## src/rtl/mips_ctrl_pkg.sv

```systemverilog
// Shared definitions for the multi-cycle MIPS control FSM.
// - state_t         : FSM state encodings (FETCH = 0 so a reset-gated state_dbg reads FETCH)
// - opcode / funct  : instruction field values recognised by the decoder
// - control codes   : pc_src, alu_imm_sel, reg_dst, wb_sel mux selects
// - instr_class_t   : one-hot-ish classification produced by mips_instr_class
// - ctrl_t          : bundle of every datapath control output
package mips_ctrl_pkg;

  typedef enum logic [3:0] {
    S_FETCH  = 4'd0,
    S_DECODE = 4'd1,
    S_MEMADR = 4'd2,
    S_MEMRD  = 4'd3,
    S_MEMWB  = 4'd4,
    S_MEMWR  = 4'd5,
    S_EXEC_R = 4'd6,
    S_RWB    = 4'd7,
    S_EXEC_I = 4'd8,
    S_IWB    = 4'd9,
    S_BRANCH = 4'd10,
    S_JUMP   = 4'd11,
    S_TRAP   = 4'd12
  } state_t;

  // opcodes
  localparam logic [5:0] OP_RTYPE = 6'h00;
  localparam logic [5:0] OP_J     = 6'h02;
  localparam logic [5:0] OP_JAL   = 6'h03;
  localparam logic [5:0] OP_BEQ   = 6'h04;
  localparam logic [5:0] OP_BNE   = 6'h05;
  localparam logic [5:0] OP_ADDI  = 6'h08;
  localparam logic [5:0] OP_ADDIU = 6'h09;
  localparam logic [5:0] OP_SLTI  = 6'h0a;
  localparam logic [5:0] OP_SLTIU = 6'h0b;
  localparam logic [5:0] OP_ANDI  = 6'h0c;
  localparam logic [5:0] OP_ORI   = 6'h0d;
  localparam logic [5:0] OP_LUI   = 6'h0f;
  localparam logic [5:0] OP_LW    = 6'h23;
  localparam logic [5:0] OP_LBU   = 6'h24;
  localparam logic [5:0] OP_LHU   = 6'h25;
  localparam logic [5:0] OP_LL    = 6'h30;
  localparam logic [5:0] OP_SB    = 6'h28;
  localparam logic [5:0] OP_SH    = 6'h29;
  localparam logic [5:0] OP_SW    = 6'h2b;

  // R-type functs
  localparam logic [5:0] FN_SLL  = 6'h00;
  localparam logic [5:0] FN_SRL  = 6'h02;
  localparam logic [5:0] FN_SRA  = 6'h03;
  localparam logic [5:0] FN_ADD  = 6'h20;
  localparam logic [5:0] FN_ADDU = 6'h21;
  localparam logic [5:0] FN_SUB  = 6'h22;
  localparam logic [5:0] FN_SUBU = 6'h23;
  localparam logic [5:0] FN_AND  = 6'h24;
  localparam logic [5:0] FN_OR   = 6'h25;
  localparam logic [5:0] FN_NOR  = 6'h27;
  localparam logic [5:0] FN_SLT  = 6'h2a;
  localparam logic [5:0] FN_SLTU = 6'h2b;

  // mux selects
  localparam logic [1:0] PC_SRC_SEQ   = 2'd0;
  localparam logic [1:0] PC_SRC_BR    = 2'd1;
  localparam logic [1:0] PC_SRC_JMP   = 2'd2;
  localparam logic [1:0] IMM_SEL_IR   = 2'd0;
  localparam logic [1:0] IMM_SEL_4    = 2'd1;
  localparam logic [1:0] IMM_SEL_SHL2 = 2'd2;
  localparam logic [1:0] REG_DST_RT   = 2'd0;
  localparam logic [1:0] REG_DST_RD   = 2'd1;
  localparam logic [1:0] REG_DST_RA   = 2'd2;
  localparam logic [1:0] WB_SEL_ALU   = 2'd0;
  localparam logic [1:0] WB_SEL_MEM   = 2'd1;
  localparam logic [1:0] WB_SEL_PC    = 2'd2;

  typedef struct packed {
    logic is_r;
    logic is_alui;
    logic is_load;
    logic is_store;
    logic is_branch;
    logic is_jump;
    logic is_illegal;
  } instr_class_t;

  typedef struct packed {
    logic       mem_req;
    logic       mem_we;
    logic       ir_write;
    logic       pc_write;
    logic [1:0] pc_src;
    logic       alu_src_a;
    logic [1:0] alu_imm_sel;
    logic [5:0] alu_opcode;
    logic [5:0] alu_funct;
    logic       reg_write;
    logic [1:0] reg_dst;
    logic [1:0] wb_sel;
    logic       illegal_instr;
  } ctrl_t;

endpackage

```

## src/rtl/mips_instr_class.sv

```systemverilog
// Combinational instruction classifier.
// Ports:
//   instr_opcode in  6  IR[31:26]
//   instr_funct  in  6  IR[5:0]
//   cls          out    instr_class_t; exactly one bit set for any input
module mips_instr_class
  import mips_ctrl_pkg::*;
(
  input  logic [5:0]   instr_opcode,
  input  logic [5:0]   instr_funct,
  output instr_class_t cls
);

  always_comb begin
    cls = '0;
    if (instr_opcode == OP_RTYPE) begin
      if (instr_funct inside {FN_ADD, FN_ADDU, FN_SUB, FN_SUBU, FN_AND, FN_OR,
                              FN_NOR, FN_SLL, FN_SRL, FN_SRA, FN_SLT, FN_SLTU})
        cls.is_r = 1'b1;
      else
        cls.is_illegal = 1'b1;
    end else if (instr_opcode inside {OP_ADDI, OP_ADDIU, OP_SLTI, OP_SLTIU,
                                      OP_ANDI, OP_ORI, OP_LUI}) begin
      cls.is_alui = 1'b1;
    end else if (instr_opcode inside {OP_LW, OP_LBU, OP_LHU, OP_LL}) begin
      cls.is_load = 1'b1;
    end else if (instr_opcode inside {OP_SB, OP_SH, OP_SW}) begin
      cls.is_store = 1'b1;
    end else if (instr_opcode inside {OP_BEQ, OP_BNE}) begin
      cls.is_branch = 1'b1;
    end else if (instr_opcode inside {OP_J, OP_JAL}) begin
      cls.is_jump = 1'b1;
    end else begin
      cls.is_illegal = 1'b1;
    end
  end

endmodule

```

## src/rtl/mips_multicycle_control.sv

```systemverilog
// Multi-cycle MIPS control FSM: sequences fetch/decode/execute/memory/writeback
// and drives ALU opcode/funct plus datapath enables. One instruction in flight.
// Ports:
//   clk, rst                   clock, synchronous active-high reset
//   instr_opcode, instr_funct  IR fields (valid from DECODE onward)
//   sig_branch                 ALU branch-taken flag (used in BRANCH)
//   mem_ready                  memory completes current request this cycle
//   mem_req, mem_we            memory request / write
//   ir_write, pc_write, pc_src IR and PC update controls
//   alu_src_a, alu_imm_sel     ALU operand selects
//   alu_opcode, alu_funct      ALU operation
//   reg_write, reg_dst, wb_sel register file writeback controls
//   illegal_instr              unsupported instruction (TRAP)
//   state_dbg                  current state encoding
// While rst is high every output is gated to 0 so no memory write can escape.
module mips_multicycle_control
  import mips_ctrl_pkg::*;
#(
  parameter bit TRAP_HALT = 1'b0,
  parameter int STATE_W   = 4
) (
  input  logic               clk,
  input  logic               rst,
  input  logic [5:0]         instr_opcode,
  input  logic [5:0]         instr_funct,
  input  logic               sig_branch,
  input  logic               mem_ready,
  output logic               mem_req,
  output logic               mem_we,
  output logic               ir_write,
  output logic               pc_write,
  output logic [1:0]         pc_src,
  output logic               alu_src_a,
  output logic [1:0]         alu_imm_sel,
  output logic [5:0]         alu_opcode,
  output logic [5:0]         alu_funct,
  output logic               reg_write,
  output logic [1:0]         reg_dst,
  output logic [1:0]         wb_sel,
  output logic               illegal_instr,
  output logic [STATE_W-1:0] state_dbg
);

  state_t       state;
  instr_class_t cls;
  ctrl_t        ctrl, ctrl_g;

  mips_instr_class u_cls (
    .instr_opcode (instr_opcode),
    .instr_funct  (instr_funct),
    .cls          (cls)
  );

  always_ff @(posedge clk) begin
    if (rst) begin
      state <= S_FETCH;
    end else begin
      case (state)
        S_FETCH:  if (mem_ready) state <= S_DECODE;
        S_DECODE: begin
          if      (cls.is_illegal)               state <= S_TRAP;
          else if (cls.is_r)                     state <= S_EXEC_R;
          else if (cls.is_alui)                  state <= S_EXEC_I;
          else if (cls.is_load || cls.is_store)  state <= S_MEMADR;
          else if (cls.is_branch)                state <= S_BRANCH;
          else if (cls.is_jump)                  state <= S_JUMP;
          else                                   state <= S_TRAP;
        end
        // only loads and stores reach MEMADR
        S_MEMADR: state <= cls.is_store ? S_MEMWR : S_MEMRD;
        S_MEMRD:  if (mem_ready) state <= S_MEMWB;
        S_MEMWR:  if (mem_ready) state <= S_FETCH;
        S_EXEC_R: state <= S_RWB;
        S_EXEC_I: state <= S_IWB;
        S_TRAP:   if (!TRAP_HALT) state <= S_FETCH;
        default:  state <= S_FETCH;  // MEMWB, RWB, IWB, BRANCH, JUMP, unused codes
      endcase
    end
  end

  // Output decode from the state register. ir_write/pc_write in FETCH follow
  // mem_ready so the IR and PC update only on the cycle the fetch completes.
  always_comb begin
    ctrl = '0;
    case (state)
      S_FETCH: begin
        ctrl.mem_req     = 1'b1;
        ctrl.alu_src_a   = 1'b1;
        ctrl.alu_imm_sel = IMM_SEL_4;
        ctrl.alu_opcode  = OP_ADDIU;
        ctrl.ir_write    = mem_ready;
        ctrl.pc_write    = mem_ready;
        ctrl.pc_src      = PC_SRC_SEQ;
      end
      S_DECODE: begin
        ctrl.alu_src_a   = 1'b1;
        ctrl.alu_imm_sel = IMM_SEL_SHL2;
        ctrl.alu_opcode  = OP_ADDIU;
      end
      S_MEMADR: begin
        ctrl.alu_opcode  = instr_opcode;
        ctrl.alu_imm_sel = IMM_SEL_IR;
      end
      S_MEMRD:  ctrl.mem_req = 1'b1;
      S_MEMWB: begin
        ctrl.reg_write = 1'b1;
        ctrl.reg_dst   = REG_DST_RT;
        ctrl.wb_sel    = WB_SEL_MEM;
      end
      S_MEMWR: begin
        ctrl.mem_req = 1'b1;
        ctrl.mem_we  = 1'b1;
      end
      S_EXEC_R: begin
        ctrl.alu_opcode = OP_RTYPE;
        ctrl.alu_funct  = instr_funct;
      end
      S_RWB: begin
        ctrl.reg_write = 1'b1;
        ctrl.reg_dst   = REG_DST_RD;
        ctrl.wb_sel    = WB_SEL_ALU;
      end
      S_EXEC_I: begin
        ctrl.alu_opcode  = instr_opcode;
        ctrl.alu_imm_sel = IMM_SEL_IR;
      end
      S_IWB: begin
        ctrl.reg_write = 1'b1;
        ctrl.reg_dst   = REG_DST_RT;
        ctrl.wb_sel    = WB_SEL_ALU;
      end
      S_BRANCH: begin
        ctrl.alu_opcode = instr_opcode;
        ctrl.pc_write   = sig_branch;
        ctrl.pc_src     = PC_SRC_BR;
      end
      S_JUMP: begin
        ctrl.pc_write = 1'b1;
        ctrl.pc_src   = PC_SRC_JMP;
        if (instr_opcode == OP_JAL) begin
          ctrl.reg_write = 1'b1;
          ctrl.reg_dst   = REG_DST_RA;
          ctrl.wb_sel    = WB_SEL_PC;
        end
      end
      S_TRAP:  ctrl.illegal_instr = 1'b1;
      default: ctrl = '0;
    endcase
  end

  assign ctrl_g = rst ? '0 : ctrl;

  assign mem_req       = ctrl_g.mem_req;
  assign mem_we        = ctrl_g.mem_we;
  assign ir_write      = ctrl_g.ir_write;
  assign pc_write      = ctrl_g.pc_write;
  assign pc_src        = ctrl_g.pc_src;
  assign alu_src_a     = ctrl_g.alu_src_a;
  assign alu_imm_sel   = ctrl_g.alu_imm_sel;
  assign alu_opcode    = ctrl_g.alu_opcode;
  assign alu_funct     = ctrl_g.alu_funct;
  assign reg_write     = ctrl_g.reg_write;
  assign reg_dst       = ctrl_g.reg_dst;
  assign wb_sel        = ctrl_g.wb_sel;
  assign illegal_instr = ctrl_g.illegal_instr;
  assign state_dbg     = rst ? '0 : STATE_W'(state);

endmodule
```

## config.mk

```make
export PLATFORM = sky130hd
export DESIGN_NAME = mips_multicycle_control
export DESIGN_NICKNAME = d
export VERILOG_FILES = /design/src/rtl/mips_ctrl_pkg.sv /design/src/rtl/mips_instr_class.sv /design/src/rtl/mips_multicycle_control.sv
export SDC_FILE = /design/constraint.sdc
export NUM_CORES = 1
export LEC_CHECK = 0
export ABC_AREA = 1
export CORE_UTILIZATION = 39
export CTS_CLUSTER_DIAMETER = 150
export DETAILED_ROUTE_END_ITERATION = 8
export GPL_TIMING_DRIVEN = 1
export PLACE_DENSITY = 0.93
export SLEW_MARGIN = 20
export SYNTH_ARGS = -nofsm -noshare
export SYNTH_HDL_FRONTEND = slang
export SYNTH_SLANG_ARGS = --single-unit
export TNS_END_PERCENT = 50
```

## constraint.sdc

```tcl
create_clock -name clk -period 2.7 [get_ports clk]
set_input_delay 0.54 -clock clk [delete_from_list [all_inputs] [get_ports clk]]
set_output_delay 0.54 -clock clk [all_outputs]
set_load 0.02 [all_outputs]
```

Word level (Yosys, flattened, before mapping)
Cells that the tools add are included.
Word-level totals
  register bits after elaboration: 4
  output and inout bits: 31
  word-level logic and storage cells: 98
Cells by class
  eq/ne operators: 44
  multiplexer cells: 39
  reduce and logical (&&, ||, !) cells: 14
Operators with widths (count)
  equality test 6 bit (second input constant): 16
  equality test 6 x 4 -> 1 bit (second input constant): 7
  2-to-1 mux 4 bit: 9
  one-hot mux 4 bit (7 select lines): 1
  2-to-1 mux 27 bit: 1
  equality test 6 x 2 -> 1 bit (second input constant): 4
  equality test 4 bit (second input constant): 5
  one-hot mux 5 bit (4 select lines): 1
  equality test 4 x 3 -> 1 bit (second input constant): 4
  2-to-1 mux 1 bit: 15
  2-to-1 mux 5 bit: 3
  equality test 6 x 3 -> 1 bit (second input constant): 2
  logical NOT 6 bit: 2
  2-to-1 mux 3 bit: 4
  one-hot mux 6 bit (2 select lines): 1
  nonzero test 12 bit: 1
  one-hot mux 3 bit (3 select lines): 1
  equality test 4 x 2 -> 1 bit (second input constant): 2
  nonzero test 7 bit: 1
  2-to-1 mux 6 bit: 1
  != test 2 bit (second input constant): 3
  OR reduction 3 bit: 2
  equality test 4 x 1 -> 1 bit (second input constant): 1
  logical NOT 4 bit: 1
  8 further kinds: 9

Depth between registers and ports, before layout
Gate-level depths: netlist (run 1).
  word-level depth: 15
  depth in mapped cells: 10
  depth with buffers taken out: 10

Hierarchy
From an unflattened synthesis (run 1), not the netlist that was laid out.
Second synthesis, totals
  cell total of the unflattened synthesis: 184
  area, all modules: 920.9 µm²
Modules (own cells, without submodules)
  mips_multicycle_control: times used 1, cells an instance 135, area each 683.2 µm²
  mips_instr_class: times used 1, cells an instance 49, area each 237.7 µm²

Worst setup path after synthesis (run 1)
No wires, ideal clock.
  path kind: input to output
  start point: in rst
  end point: out alu_funct[2]
  arrival: 1.542 ns
  path slack: 0.618 ns
  stages: 4
  cell sequence: buf_1 -> nor2_1 -> nand2_1 -> nor2_1
On the way
  word-level cells in the longest chain between the ends: 1
RTL lines
  from (decl): RTL line mips_multicycle_control.sv:23  | input logic rst,
  2-to-1 mux 27 bit: RTL line mips_multicycle_control.sv:151  | assign ctrl_g = rst ? '0 : ctrl;
  to (decl): RTL line mips_multicycle_control.sv:36  | output logic [5:0] alu_funct,
No other way between the ends.

Worst setup path after layout (run 1)
  start point: in rst
  end point: out alu_funct[1]
The elaborated chain is that of the path after synthesis.

==> results of run 1 <==
-- where the power goes --
| group | switching [mW] | internal, mW |
|---|---|---|
| logic | 0.306 | 0.208 |
| registers | 0.0204 | 0.0754 |
| clock network | 0.0233 | 0.0496 |
| total | 0.349 | 0.333 |
-- cell usage after synthesis (all sizes together) --
cell and n:
o21ai 3, nand2 41, o31ai 1, nand4 2, a211o 2, dfxtp 4, a21oi 3, nor2 33
nor3 9, o21a 1, nand3b 1, buf 3, o211ai 2, nor4 2, nand3 11, and2 1
a31oi 1, inv 24
-- worst max-delay path, stage by stage --
cell,delay [ns]
clkdlybuf4s50_1,0.46
buf_4,0.19
buf_4,0.14
nor3_1,0.16
clkdlybuf4s50_1,0.63
-- metrics by stage --
stage / area, um2 / setup slack [ns] / power (mW) / cells
2_1_floorplan: 727 / 0.618 / 0.406 / 144
3_3_place_gp: 1280 / 0.00888 / 0.595 / 223
3_5_place_dp: 1280 / -0.0296 / 0.611 / 223
4_1_cts: 1300 / -0.0325 / 0.685 / 226
5_1_grt: 1340 / 0.0113 / 0.732 / 226
6_report: 1340 / 0.0483 / 0.682 / 226
-- final cells by class --
class	count	area (um2)
repair buffers	57	569
multi-input cells	113	543
fillers	141	409
inverters	24	90.1
flip-flops and latches	4	80.1
well taps	25	31.3
clock buffers	3	22.5
-- per-layer routing --
layer	part of all wire (%)	global-route usage, %
met5	0	0
met4	1.9	12.1
met3	8.5	4.40
met2	51	49.6
met1	39	30.9
-- cells by family after synthesis --
kind of cell / after synthesis / share of synthesized area, %
and+or+nand+nor: 100 / 62.8
buffers and inverters: 27 / 14.6
AOI/OAI and AO/OA: 13 / 11.5
DFF: 4 / 11.0
-- what timing repair did --
| action | in CTS | in global routing |
|---|---|---|
| cloned | 0 | 0 |
| endpoints found under the hold margin | 0 | 0 |
| endpoints found under the setup margin | 4 | 12 |
| gates resized for setup | 3 | 13 |
-- worst max path at each step --
stage                   endpoint  slack, ns  depth (start not counted)  from
finish              alu_funct[1]       0.05                          5   rst
floorplan           alu_funct[2]       0.62                          4   rst
detailed placement  alu_funct[4]      -0.03                          6   rst
CTS                 alu_funct[2]      -0.03                          6   rst
global route        alu_funct[1]       0.01                          5   rst
global placement    alu_funct[4]      0.009                          6   rst
==> reports/metrics.csv, run 1 <==
metric,value,unit
synth.avg_cell_area,5.05,um2
io_pins,47,
drc,0,
hold_viol,0,
initial_core_util,41.6,%
cts_buffers,3,
grt_setup_unrepaired,false,
yosysTopAreaCell,nand2_1,
hold_end,state[1],
die_h,45.2,um
netlist.area_leader.share,19.1,%
power_leakage,0.840,nW
r2r_start,state[3],
synth_area,727,um2
synth_warnings,0,
avgViaCountPerCell,5.03,
antenna_found_initial,0,
vias,1137,
layout_common_cells,"37 x nand2_1, 31 x clkdlybuf4s50_1, 27 x nor2_1",
hold_start,state[2],
overflow,0,
row_count,15,
port_buffers,46,
diodes,0,
max_slew_margin,66.5,%
finalMaxSlewViolations,0,
period_share,98.2,%
grt_first_pass_wirelength,4110,um
place_congestion,0.938,
post-cts-setup-buffers,0,
reg2regPathDepth,8,
hold_buffers,0,
largestRegisters,state (4),
synthCells,144,
syn_nets,160,
skew,0.000923,ns
die_area,0.00204,mm2
ys_ff_latch,4,
cts_tree,done,
grt_pass1_vias,1010,
core,0.00175,mm2
max_freq,0.377,GHz
largest_reg_flops,4,
critPathKind,in -> out,
cts-root-buf,clkbuf_4,
ant_nets,0,
drt-total-wl,2640,um
ys_seq_area_share,11.0,%
clock_latency,0.23,ns
fp.dieW,45.2,um
setup_tns,0,ns
finalCriticalPeriod,2.65,ns
p_per_area,511,mW/mm2
holdWs,0.664,ns
setup_viol,0,
final_util,76.6,%
worstMarginPinSlew,0.503,ns
startpoint_type,primary input,
drive_gt1_share,15.4,%
vdd.ir_drop.worst,0.000384,V
cp.required,2.16,ns
ys_types,26,
r2r_end,state[2],
worstPathArrival,2.11,ns
wl_per_cell,11.7,um
hold_path_class,reg -> reg,
outcome,finished clean,
crit_path_max_fanout,7,
mostFrequentLayoutCell,nand2_1,
final_nets,219,
cts_sinks,4,
clk_path_buf_depth,2,
path_clk_slew,0.03,ns
grtUsageTotal,27.3,%
drt_first_iter_violations,50,
max-cap-violations,0,
regToRegSetupSlack,1.31,ns
grt_max_degree,8,
syn_to_final_growth,83.8,%
drt_pass1_iterations,4,
ctsHtreeMaxLevel,1,
crit_path_end_kind,output pin,
hpwl,2240,um
netlist_top_cells_area,"nand2_1 19%, nor2_1 14%, dfxtp_1 11%, inv_1 10%, nand3_1 6.9%",
hold-path-cell-count,4,
top_register,state,
Power figures use the tool's default switching activity.
==> inputs of run 2 (changes only) <==
--- a/config.mk
+++ b/config.mk
@@ -10,7 +10,7 @@
 export CTS_CLUSTER_DIAMETER = 150
 export DETAILED_ROUTE_END_ITERATION = 8
 export GPL_TIMING_DRIVEN = 1
-export PLACE_DENSITY = 0.93
+export PLACE_DENSITY = 0.86
 export SLEW_MARGIN = 20
 export SYNTH_ARGS = -nofsm -noshare
 export SYNTH_HDL_FRONTEND = slang
==> run 2 against run 1 <==
Net effect:
- power fell by 0.97%
- worst hold slack better by 0.011 ns
- combinational power is 2% lower
- via count is 0.18% higher
- clock skew grew 0.0013 ns
- sequential share of layout area up 0.16 points
- clock power increased by 4.3%
- cell count down 0.44%
- global-route usage fell by 1.1 points
- die area is the same
- largest cell class is now multi-input combinational cells
==> reports/metrics.csv, run 2 (same netlist as run 1, synthesis figures left out) <==
metric,value,unit,change
grt_setup_unrepaired,false,,
met3_usage,4.00,%,-0.40 points
skew,0.00225,ns,+0.00133 ns
overflow,0,,unchanged
regToRegSetupSlack,1.34,ns,+0.03 ns
diodes,0,,unchanged
grt_util_met1,32.0,%,+1.0 points
seq_power_share,14.1,%,about the same
clock_latency,0.24,ns,about the same
grtUsageTotal,26.2,%,-1.1 points
cts_tree,done,,
startpoint_type,primary input,,
drc,0,,unchanged
max_freq,0.379,GHz,+0.51%
cts-root-buf,clkbuf_4,,
mostFrequentLayoutCell,nand2_1,,
r2r_start,state[3],,
finalMaxSlewViolations,0,,unchanged
period_share,97.7,%,-0.49 points
largestRegisters,state (4),,
swShare,51.3,%,+0.14 points
crit_top_cell,clkdlybuf4s50_1,,
setup_tns,0,ns,unchanged
initial_core_util,41.6,%,unchanged
slowest_stage,clkdlybuf4s50_1,,
hpwl,2080,um,-7.1%
cp_num_cells,4,,-1
p_int,0.329,mW,-1.3%
setup_viol,0,,unchanged
vdd.ir_drop.worst,0.000583,V,+52%
setup.worst_path.start,rst,,
finalCriticalPeriod,2.64,ns,-0.0134 ns
path_delay_family,buffers and inverters,,
port_buffers,46,,unchanged
grt_first_pass_wirelength,3920,um,-4.5%
p_per_area,519,mW/mm2,+1.7%
grt-busiest-layer,met2,,
hold_viol,0,,unchanged
gr-usage-met2,45.5,%,-4.1 points
core,0.00175,mm2,unchanged
clk_path_buf_depth,2,,unchanged
io_pins,47,,unchanged
row_count,15,,unchanged
die_area,0.00204,mm2,unchanged
layout_common_cells,"37 x nand2_1, 33 x clkdlybuf4s50_1, 27 x nor2_1",,
slowest_delay,0.65,ns,+0.02 ns
crit_path_max_fanout,5,,-2
crit_chain,clkdlybuf4s50_1 > buf_4 > nor4_1 > clkdlybuf4s50_1,,
worstPathArrival,2.10,ns,about the same
wl_per_cell,11.3,um,-3.3%
ant_nets,0,,unchanged
cp.required,2.16,ns,about the same
drive_gt1_share,15.0,%,-0.42 points
place_congestion,0.962,,+2.5%
top_register,state,,
vias,1139,,+0.18%
cts_buffers,3,,unchanged
max-cap-violations,0,,unchanged
fin_cells,225,,-0.44%
place_inst,222,,-0.45%
fp.dieW,45.2,um,unchanged
hold_buffers,0,,unchanged
cts_sinks,4,,unchanged
grt_max_degree,11,,+3
largest_reg_flops,4,,unchanged
grt_pass1_vias,971,,-3.9%
syn_to_final_growth,79.0,%,
drt-total-wl,2550,um,-3.7%
worstMarginPinSlew,0.409,ns,-0.0947 ns
drt_first_iter_violations,27,,-46%
final_nets,218,,-0.46%
hold_start,state[2],,
hold-path-cell-count,4,,unchanged
power_switching,0.347,mW,-0.70%
crit_path_end_kind,output pin,,
drt_pass1_iterations,4,,unchanged
antenna_found_initial,0,,unchanged
path_clk_slew,0.04,ns,about the same
power_leakage,0.721,nW,-14%
hold_path_class,reg -> reg,,
die_h,45.2,um,unchanged
path_buf_inv,3,,-1
combPwrFrac,74.6,%,-0.7 points
max_slew_margin,72.8,%,+6.3 points
p_clk_share,11.3,%,+0.6 points
avgViaCountPerCell,5.06,,+0.62%
ctsHtreeMaxLevel,1,,unchanged
reg2regPathDepth,8,,unchanged
critPathKind,in -> out,,
outcome,finished clean,,
==> run 2: changes by cell type in the layout (fill, tap and decap cells not counted), sizes merged <==
cell,change
clkdlybuf4s50,+2
buf,-1
dlygate4sd2,+6
dlymetal6s2s,-8
==> run 2: through the flow <==
stage	setup slack (ns)	total power [mW]	hold WS [ns]	utilization (%)	instance area, um2
after global placement	-0.00152	0.595	0.640	73.2	1280
final	0.0616	0.676	0.675	74.6	1300
after floorplan	0.618	0.406	0.599	-	727
after global routing	0.00863	0.725	0.713	74.6	1300
after detailed placement	-0.106	0.604	0.660	73.2	1280
after CTS	0.00523	0.677	0.664	74.0	1290
==> run 2: repair_timing <==
| item | in CTS | in global routing |
|---|---|---|
| gates cloned | 0 | 0 |
| buffers inserted | 0 | 0 |
| resized for setup | 10 | 4 |
| setup endpoints to repair | 8 | 4 |
==> run 2: metal layers <==
metal | wire length (um) | vias up
met5 | 0 | -
met4 | 9 | 0
met3 | 134 | 2
met2 | 1290 | 48
met1 | 1110 | 518
li1 | - | 571
==> run 2: power by group through the flow <==
| stage | Sequential, mW | Combinational, mW | Clock [mW] |
|---|---|---|---|
| after CTS | 0.0946 | 0.505 | 0.0772 |
| final | 0.0955 | 0.504 | 0.0760 |
| after global placement | 0.0947 | 0.500 | 0 |
| after floorplan | 0.0915 | 0.314 | 0 |
| after global routing | 0.0979 | 0.546 | 0.0808 |
| after detailed placement | 0.0955 | 0.509 | 0 |
==> run 2: layout make-up <==
type / instances / area, um2
repair buffers: 56 / 534
fillers: 158 / 444
multi-input cells: 113 / 543
well taps: 25 / 31.3
clock buffers: 3 / 22.5
inverters: 24 / 90.1
flip-flops and latches: 4 / 80.1
==> run 2: path summary, 6_finish.rpt <==
kind                                     end
worst max-delay path            alu_funct[5]
worst min-delay path                state[1]
worst max register to register      state[2]
worst min register to register      state[1]
==> run 2: worst register-to-register path: stages, from the launching register on <==
cell	delay, ns
dfxtp_1	0.37
nor2_2	0.24
nand3_1	0.15
nand3_2	0.11
inv_2	0.05
nor2_4	0.14
nor3_2	0.07
nand2_1	0.06
nand2_1	0.06
==> inputs of run 3 (changes only) <==
--- a/config.mk
+++ b/config.mk
@@ -11,6 +11,7 @@
 export DETAILED_ROUTE_END_ITERATION = 8
 export GPL_TIMING_DRIVEN = 1
 export PLACE_DENSITY = 0.86
+export SKIP_LAST_GASP = 1
 export SLEW_MARGIN = 20
 export SYNTH_ARGS = -nofsm -noshare
 export SYNTH_HDL_FRONTEND = slang
==> run 3 against run 2 <==
Net effect:
- clock-buffer cell count unchanged
- combinational power about the same
- cell count is the same
- die area stayed put
- design area is 0.96% higher
- first-iteration DRC count decreased by 7.4%
- wire length shrank 1.8%
- non-clock buffer count stayed put
- core utilization is 0.72 points higher
- setup slack worse by 0.015 ns
- critical path type unchanged
- clock power about the same
==> reports/metrics.csv, run 3 (same netlist as run 1, synthesis figures left out) <==
metric,value,unit,change
multiInputGateArea,548,um2,+0.92%
post-cts-setup-buffers,0,,unchanged
finalPower,0.679,mW,+0.46%
drt_pass1_iterations,4,,unchanged
max_freq,0.377,GHz,-0.57%
vdd.ir_drop.worst,0.000581,V,-0.28%
wl_per_cell,11.1,um,-1.8%
p_per_area,517,mW/mm2,-0.50%
max-cap-violations,0,,unchanged
holdWs,0.673,ns,-0.00140 ns
finalCriticalPeriod,2.65,ns,+0.0152 ns
grt_setup_unrepaired,true,,
seq_area,80.1,um2,unchanged
drive_gt1_share,15.5,%,+0.50 points
crit_path_end_kind,output pin,,
startpoint_type,primary input,,
grtUsageTotal,26.2,%,unchanged
combPwrFrac,74.8,%,+0.2 points
slowest_stage,clkdlybuf4s50_1,,
mostFrequentLayoutCell,clkdlybuf4s50_1,,
finalMaxSlewViolations,0,,unchanged
largestRegisters,state (4),,
slowest_delay,0.63,ns,-0.02 ns
die_area,0.00204,mm2,unchanged
crit_path_max_fanout,3,,-2
antenna_found_initial,0,,unchanged
initial_core_util,41.6,%,unchanged
layout_common_cells,"39 x clkdlybuf4s50_1, 37 x nand2_1, 27 x nor2_1",,
ctsHtreeMaxLevel,1,,unchanged
place_congestion,0.962,,unchanged
largest_reg_flops,4,,unchanged
clock_latency,0.24,ns,about the same
row_count,15,,unchanged
period_share,98.3,%,+0.56 points
hold_viol,0,,unchanged
hpwl,2080,um,unchanged
cts_tree,done,,
seq_power_share,14.0,%,about the same
grt_max_degree,11,,unchanged
crit_top_cell,clkdlybuf4s50_1,,
worstPathArrival,2.11,ns,about the same
cts-root-buf,clkbuf_4,,
grt_pass1_vias,971,,unchanged
core,0.00175,mm2,unchanged
skew,0.00218,ns,-0.0000742 ns
avgViaCountPerCell,5.00,,-1.1%
drt-total-wl,2500,um,-1.8%
outcome,finished clean,,
io_pins,47,,unchanged
fp.dieW,45.2,um,unchanged
drt_first_iter_violations,25,,-7.4%
drc,0,,unchanged
setup_tns,0,ns,unchanged
clk_path_buf_depth,2,,unchanged
grt_first_pass_wirelength,3920,um,unchanged
final_nets,218,,unchanged
cts_buffers,3,,unchanged
port_buffers,46,,unchanged
cts_sinks,4,,unchanged
p_int,0.331,mW,+0.80%
hold_path_class,reg -> reg,,
setup_viol,0,,unchanged
worstMarginPinSlew,0.409,ns,+0.000580 ns
overflow,0,,unchanged
top_register,state,,
critPathKind,in -> out,,
path_clk_slew,0.04,ns,about the same
swShare,51.2,%,-0.17 points
vias,1126,,-1.1%
ant_nets,0,,unchanged
die_h,45.2,um,unchanged
power_leakage,0.684,nW,-5.2%
p_clk_share,11.2,%,about the same
fill_cells,151,,-4.4%
syn_to_final_growth,80.7,%,
max_slew_margin,72.7,%,about the same
cp.required,2.16,ns,about the same
diodes,0,,unchanged
crit_chain,clkdlybuf4s50_1 > nand2_1 > inv_1 > nand3_1 > nor2_1 > clkdlybuf4s50_1,,
power_switching,0.347,mW,+0.13%
## run 3: cell count changes in the layout (fill, tap and decap cells not counted)
cell / change
clkdlybuf4s50_1: +6
dlygate4sd2_1: -6
nor3_1: -1
nor3_2: +1
## run 3: final timing paths
check / start / endpoint / slack [ns] / depth (start not counted)
worst max-delay path: instr_opcode[0] / reg_dst[1] / 0.05 / 6
worst min register to register: state[2] / state[1] / 0.67 / 4
worst max register to register: state[3] / state[2] / 1.34 / 8
worst min-delay path: state[2] / state[1] / 0.67 / 4
## run 3: timing repair
item | in CTS | in global routing
gates resized for setup | 4 | 5
setup endpoints to repair | 8 | 10
hold buffers | 0 | 0
## run 3: area by class of cell
class / count / share of cell area, %
repair buffers: 56 / 41.2
well taps: 25 / 2.38
inverters: 24 / 6.86
clock buffers: 3 / 1.71
multi-input cells: 113 / 41.7
flip-flops and latches: 4 / 6.10
## run 3: through the flow
step / instance area [um2] / utilization [%] / cells / worst slack (ns)
2_1_floorplan: 727 / - / 144 / 0.618
3_3_place_gp: 1280 / 73.2 / 222 / -0.00152
3_5_place_dp: 1280 / 73.2 / 222 / -0.106
4_1_cts: 1300 / 74.4 / 225 / -0.0350
5_1_grt: 1310 / 75.3 / 225 / -0.0211
6_report: 1310 / 75.3 / 225 / 0.0464
## run 3: power groups by stage
stage | logic [mW] | registers (mW) | clock network [mW]
after floorplan | 0.314 | 0.0915 | 0
after global placement | 0.500 | 0.0947 | 0
after detailed placement | 0.509 | 0.0955 | 0
after CTS | 0.508 | 0.0946 | 0.0772
after global routing | 0.550 | 0.0979 | 0.0808
final | 0.507 | 0.0952 | 0.0761
## run 3: layer usage
metal | track usage [%] | wire [um] | vias to the layer above
li1 | - | - | 572
met4 | 10.9 | 9 | 0
met1 | 32.0 | 1120 | 516
met2 | 45.5 | 1260 | 36
met3 | 4.00 | 113 | 2
met5 | 0 | 0 | -
## run 3: critical path: cells and delay by family
| kind | cells | cell delay, ns |
|---|---|---|
| buffers and inverters | 3 | 1.21 |
| and+or+nand+nor | 3 | 0.36 |
